--- src/rtl/forwarding_control.sv ---
// Hazard detection and forwarding control at the ID/EX boundary of a 5-stage MIPS pipeline.
// Optional feature: define FWD_STALL_COUNT_EN to enable the saturating-free stall-cycle counter.
module forwarding_control #(
  parameter int REG_ADDR_W = 5,
  parameter int CNT_W      = 32
) (
  input  logic                  clk,
  input  logic                  reset,
  input  logic [REG_ADDR_W-1:0] IDRs,
  input  logic [REG_ADDR_W-1:0] IDRt,
  input  logic                  IDUsesRs,
  input  logic                  IDUsesRt,
  input  logic                  IDIsStore,
  input  logic [REG_ADDR_W-1:0] IDDestReg,
  input  logic                  IDRegWrite,
  input  logic                  IDMemRead,
  input  logic                  Flush,
  output logic [1:0]            Register1DataSelection,
  output logic [1:0]            Register2DataSelection,
  output logic [1:0]            StoreSelection,
  output logic                  EXBubble,
  output logic                  Stall,
  output logic [CNT_W-1:0]      StallCount
);

  localparam logic [1:0] SEL_RF  = 2'b00;
  localparam logic [1:0] SEL_EX  = 2'b01;
  localparam logic [1:0] SEL_MEM = 2'b10;
  localparam logic [REG_ADDR_W-1:0] REG_ZERO = {REG_ADDR_W{1'b0}};

  logic [REG_ADDR_W-1:0] ex_dest_r;
  logic                  ex_reg_write_r;
  logic                  ex_mem_read_r;
  logic [REG_ADDR_W-1:0] mem_dest_r;
  logic                  mem_reg_write_r;

  logic [1:0] sel1_r;
  logic [1:0] sel2_r;
  logic [1:0] sels_r;
  logic       bubble_r;

  logic [1:0] sel1_s;
  logic [1:0] sel2_s;
  logic [1:0] sels_s;
  logic       load_hit_s;
  logic       stall_s;
  logic       bubble_s;

  // EX holds the youngest value, so it wins over MEM; register 0 never forwards.
  function automatic logic [1:0] fwd_select(
    input logic [REG_ADDR_W-1:0] src,
    input logic                  used,
    input logic                  ex_wr,
    input logic [REG_ADDR_W-1:0] ex_dest,
    input logic                  mem_wr,
    input logic [REG_ADDR_W-1:0] mem_dest
  );
    logic [1:0] sel;
    sel = SEL_RF;
    if (used && (src != REG_ZERO)) begin
      if (ex_wr && (ex_dest == src)) begin
        sel = SEL_EX;
      end else if (mem_wr && (mem_dest == src)) begin
        sel = SEL_MEM;
      end else begin
        sel = SEL_RF;
      end
    end else begin
      sel = SEL_RF;
    end
    return sel;
  endfunction

  function automatic logic src_match(
    input logic [REG_ADDR_W-1:0] src,
    input logic                  used,
    input logic [REG_ADDR_W-1:0] dest
  );
    return used && (src == dest);
  endfunction

  // Forwarding selects and load-use detection for the instruction in ID.
  always_comb begin
    sel1_s     = SEL_RF;
    sel2_s     = SEL_RF;
    sels_s     = SEL_RF;
    load_hit_s = 1'b0;
    stall_s    = 1'b0;
    bubble_s   = 1'b0;

    sel1_s = fwd_select(IDRs, IDUsesRs, ex_reg_write_r, ex_dest_r, mem_reg_write_r, mem_dest_r);
    sel2_s = fwd_select(IDRt, IDUsesRt, ex_reg_write_r, ex_dest_r, mem_reg_write_r, mem_dest_r);
    sels_s = fwd_select(IDRt, IDIsStore, ex_reg_write_r, ex_dest_r, mem_reg_write_r, mem_dest_r);

    if (ex_mem_read_r && ex_reg_write_r && (ex_dest_r != REG_ZERO)) begin
      load_hit_s = src_match(IDRs, IDUsesRs, ex_dest_r)
                 | src_match(IDRt, IDUsesRt, ex_dest_r)
                 | src_match(IDRt, IDIsStore, ex_dest_r);
    end else begin
      load_hit_s = 1'b0;
    end

    // A squashed instruction cannot cause a stall.
    if (Flush) begin
      stall_s = 1'b0;
    end else begin
      stall_s = load_hit_s;
    end
    bubble_s = stall_s | Flush;
  end

  // Pipeline shadow of destination info plus registered EX-stage selects.
  always_ff @(posedge clk or posedge reset) begin
    if (reset) begin
      ex_dest_r       <= REG_ZERO;
      ex_reg_write_r  <= 1'b0;
      ex_mem_read_r   <= 1'b0;
      mem_dest_r      <= REG_ZERO;
      mem_reg_write_r <= 1'b0;
      sel1_r          <= SEL_RF;
      sel2_r          <= SEL_RF;
      sels_r          <= SEL_RF;
      bubble_r        <= 1'b0;
    end else begin
      mem_dest_r      <= ex_dest_r;
      mem_reg_write_r <= ex_reg_write_r;
      if (bubble_s) begin
        ex_dest_r      <= REG_ZERO;
        ex_reg_write_r <= 1'b0;
        ex_mem_read_r  <= 1'b0;
        sel1_r         <= SEL_RF;
        sel2_r         <= SEL_RF;
        sels_r         <= SEL_RF;
        bubble_r       <= 1'b1;
      end else begin
        ex_dest_r      <= IDDestReg;
        ex_reg_write_r <= IDRegWrite;
        ex_mem_read_r  <= IDMemRead;
        sel1_r         <= sel1_s;
        sel2_r         <= sel2_s;
        sels_r         <= sels_s;
        bubble_r       <= 1'b0;
      end
    end
  end

`ifdef FWD_STALL_COUNT_EN
  logic [CNT_W-1:0] stall_cnt_r;

  // Free-running stall-cycle counter, wraps naturally.
  always_ff @(posedge clk or posedge reset) begin
    if (reset) begin
      stall_cnt_r <= {CNT_W{1'b0}};
    end else if (stall_s) begin
      stall_cnt_r <= stall_cnt_r + {{(CNT_W-1){1'b0}}, 1'b1};
    end else begin
      stall_cnt_r <= stall_cnt_r;
    end
  end

  assign StallCount = stall_cnt_r;
`else
  assign StallCount = {CNT_W{1'b0}};
`endif

  assign Register1DataSelection = sel1_r;
  assign Register2DataSelection = sel2_r;
  assign StoreSelection         = sels_r;
  assign EXBubble               = bubble_r;
  assign Stall                  = stall_s;

endmodule
--- config.mk ---
export PLATFORM = sky130hd
export DESIGN_NAME = forwarding_control
export DESIGN_NICKNAME = d
export VERILOG_FILES = /design/src/rtl/forwarding_control.sv
export SDC_FILE = /design/constraint.sdc
export NUM_CORES = 1
export LEC_CHECK = 0
export CELL_PAD_IN_SITES_DETAIL_PLACEMENT = 2
export CELL_PAD_IN_SITES_GLOBAL_PLACEMENT = 2
export CORE_ASPECT_RATIO = 1.4
export CORE_UTILIZATION = 24
export DETAILED_ROUTE_END_ITERATION = 8
export PLACE_DENSITY = 0.83
export REMOVE_ABC_BUFFERS = 1
export SYNTH_ARGS = -nofsm -noshare
export SYNTH_HDL_FRONTEND = slang
export SYNTH_SLANG_ARGS = --single-unit
export TNS_END_PERCENT = 5
--- constraint.sdc ---
create_clock -name clk -period 3.6 [get_ports clk]
set_input_delay 0.54 -clock clk [delete_from_list [all_inputs] [get_ports clk]]
set_output_delay 0.54 -clock clk [all_outputs]
set_load 0.01 [all_outputs]
==> flow_summary.toml <==
[status]
status = "complete, no violations"

[clocking]
cts_max_path_buffers = 2
cts_resized = 0
cts_hold_buf = 0
cts_tree = "built"
clock_sink_count = 20
clk_pin_slew_ps = 80
clk_latency_ps = 260
postCtsSetupRepairBufs = 0
cts_root_buf = "clkbuf_8"
htree_levels = 1
cts_buffers = 3

[synth]
syn-cell-area_mm2 = 0.00124
post-synth-top-area-cell = "dfrtp_1"
syn_avg_cell_area_um2 = 10.5
synth_seq_cells = 20
synth_warnings = 0
synth_top_area_share = 0.404
syn_inst = 118
yosysSeqAreaShare = 0.404
synthTopCellsByArea = "dfrtp_1 (40%), buf_4 (19%), xnor2_1 (8.5%)"
synth_cell_type_count = 28

[pwr]
total_power_mw = 0.565
powerDensity_mw_per_mm2 = 362
ir_drop_mv = 0.137
leakagePower_nw = 0.675

[worst_setup_path]
worst-path-buf-inv = 2
cp-end-kind = "output pin"
timing.rr.start = "ex_dest_r[1]"
crit_family = "buffers and inverters"
crit_path_max_incr_delay_ps = 600
crit_top_cell = "clkdlybuf4s50_1"
worstPathArrival_ps = 2520
start_kind = "input port"
required_ps = 3060
r2r-end = "StoreSelection[1]"
rr_worst_depth = 5
worstPathCellList = "clkdlybuf4s50_1, xnor2_1, o211ai_1, o22a_1, nor3_1, clkdlybuf4s50_1"
rrSetupSlack_ps = 1680
crit_type = "input port to output pin"
slowest_stage = "clkdlybuf4s50_1"
path_max_fanout = 3

[cells_and_area]
final_cells = 214
nNetsFinal = 174
antenna_cells = 0
n_fill_cell = 538
area_growth_pct = 25.8
drive_gt1_frac = 0.120

[routing]
viasPerCell = 4.00
routed_wl_mm = 3.02
ant_nets = 0
dr.pass1.iters = 3
drc = 0
drt_iter0_drc = 14
vias = 856
routedWlPerCell_um = 14.1

[sta]
fin_crit_sh = 0.850
worst_pin_slew_ps = 796
slew_headroom = 0.468
period_needed_ps = 3060
setup_tns_ps = 0
finClkSkew_ps = 4.95
maxSlewViolCount = 0
fmax_mhz = 327
holdWs_ps = 485
setup-violations-final = 0
hold_viol = 0
setup_slack_ps = 540
rsz0062_at_grt = "no"

[placed_design]
pre_cts_slack_ps = 621
dpl.hpwl_mm = 2.37
place.gp.congestion = 0.795
place_inst = 210
io_buffer_count = 30

[min_path]
hold_class = "flop to flop"
min_path_cells = 0
holdPathEnd = "mem_dest_r[3]"
min-delay-start = "ex_dest_r[3]"

[grt]
grt_max_degree = 21
grt_pass1_wl_mm = 4.71
antenna_found_initial = 0
grt_overflow = 0
first_global_vias = 921
track_usage = 0.114

[floorplan]
rows = 30
initial_core_util = 0.252
die_width_um = 62.7
design.core.area_mm2 = 0.00492
die_y_um = 87.0
io_pins = 63
die_area_mm2 = 0.00546

[job]
maxCapViolCount = 0
-- worst max-delay path by stage --
| stage | from | cells after the start | slack [ps] | to |
|---|---|---|---|---|
| floorplan | IDRs[0] | 4 | 1780 | Stall |
| global placement | IDRs[2] | 6 | 660 | Stall |
| detailed placement | IDRs[1] | 6 | 620 | Stall |
| CTS | IDRt[3] | 6 | 570 | Stall |
| global route | IDRt[3] | 6 | 500 | Stall |
| finish | IDRt[3] | 6 | 540 | Stall |
-- power by group --
group | switching (mW) | internal, mW
sequential | 0.00965 | 0.233
combinational | 0.0519 | 0.0450
clock | 0.0777 | 0.148
-- cell usage after synthesis --
master     n
xor2_1     8
o211ai_1   1
o22a_1     1
conb_1     1
buf_6      1
dfrtp_1   20
nand3_1    6
nand2_1    3
or2_1      1
nor3b_1    1
inv_1      1
buf_4     32
and3_1     1
a21o_1     1
o21ai_1    1
nor3_1     2
nor3b_2    7
clkbuf_1   1
nor3_2     3
nand4_1    1
nor2_2     1
a21oi_1    1
xnor2_1   12
or4_1      1
nor2_1     6
or4_4      1
o211ai_2   1
nor4_1     2
-- flip-flops by register name, indices dropped and copies added (netlist names) --
| register | flops |
|---|---|
| ex_reg_write_r | 1 |
| ex_mem_read_r | 1 |
| Register2DataSelection | 2 |
| mem_dest_r | 5 |
| mem_reg_write_r | 1 |
| EXBubble | 1 |
| Register1DataSelection | 2 |
| ex_dest_r | 5 |
| StoreSelection | 2 |
-- through the flow --
| stage | cell area (um2) | util |
|---|---|---|
| CTS | 1560 | 0.317 |
| finish | 1560 | 0.317 |
| global placement | 1490 | 0.303 |
| detailed placement | 1490 | 0.303 |
| floorplan | 1100 | - |
| global route | 1560 | 0.317 |
-- area by class of cell --
class | count | area [um2] | area share
clock buffer | 3 | 41.3 | 0.0265
sequential | 20 | 500 | 0.321
timing repair buffer | 31 | 308 | 0.197
clock inverter | 1 | 30.0 | 0.0192
multi-input combinational | 94 | 597 | 0.383
inverter | 1 | 3.75 | 0.00241
tap | 64 | 80.1 | 0.0513
-- layout by cell type, fill, tap and decap left out, types with 2 or more instances in the layout --
cell             count
conb_1              32
clkdlybuf4s50_1     30
dfrtp_1             20
xnor2_1             12
xor2_1               8
nor3b_2              7
nand3_1              6
nor2_1               6
nand2_1              3
nor3_2               3
clkbuf_8             3
nor3_1               2
nor4_1               2
-- layer usage --
layer / part of all wire / vias to the layer above / global-route usage
li1: - / 390 / -
met5: 0 / - / 0
met3: 0.050 / 6 / 0.0157
met1: 0.36 / 423 / 0.119
met4: 0.015 / 0 / 0.0381
met2: 0.57 / 37 / 0.231
-- logic make-up (layout without fill, tap and decap cells) --
family                 after synthesis  after routing  share of synthesized area
AND/OR/NAND/NOR                     36             36                      0.206
flip-flops                          20             20                      0.404
XOR/XNOR                            20             20                      0.141
AO/OA/AOI/OAI                        6              6                     0.0373
buffers and inverters               35             36                      0.209
other                                1             32                    0.00302
Power figures use the tool's default switching activity.
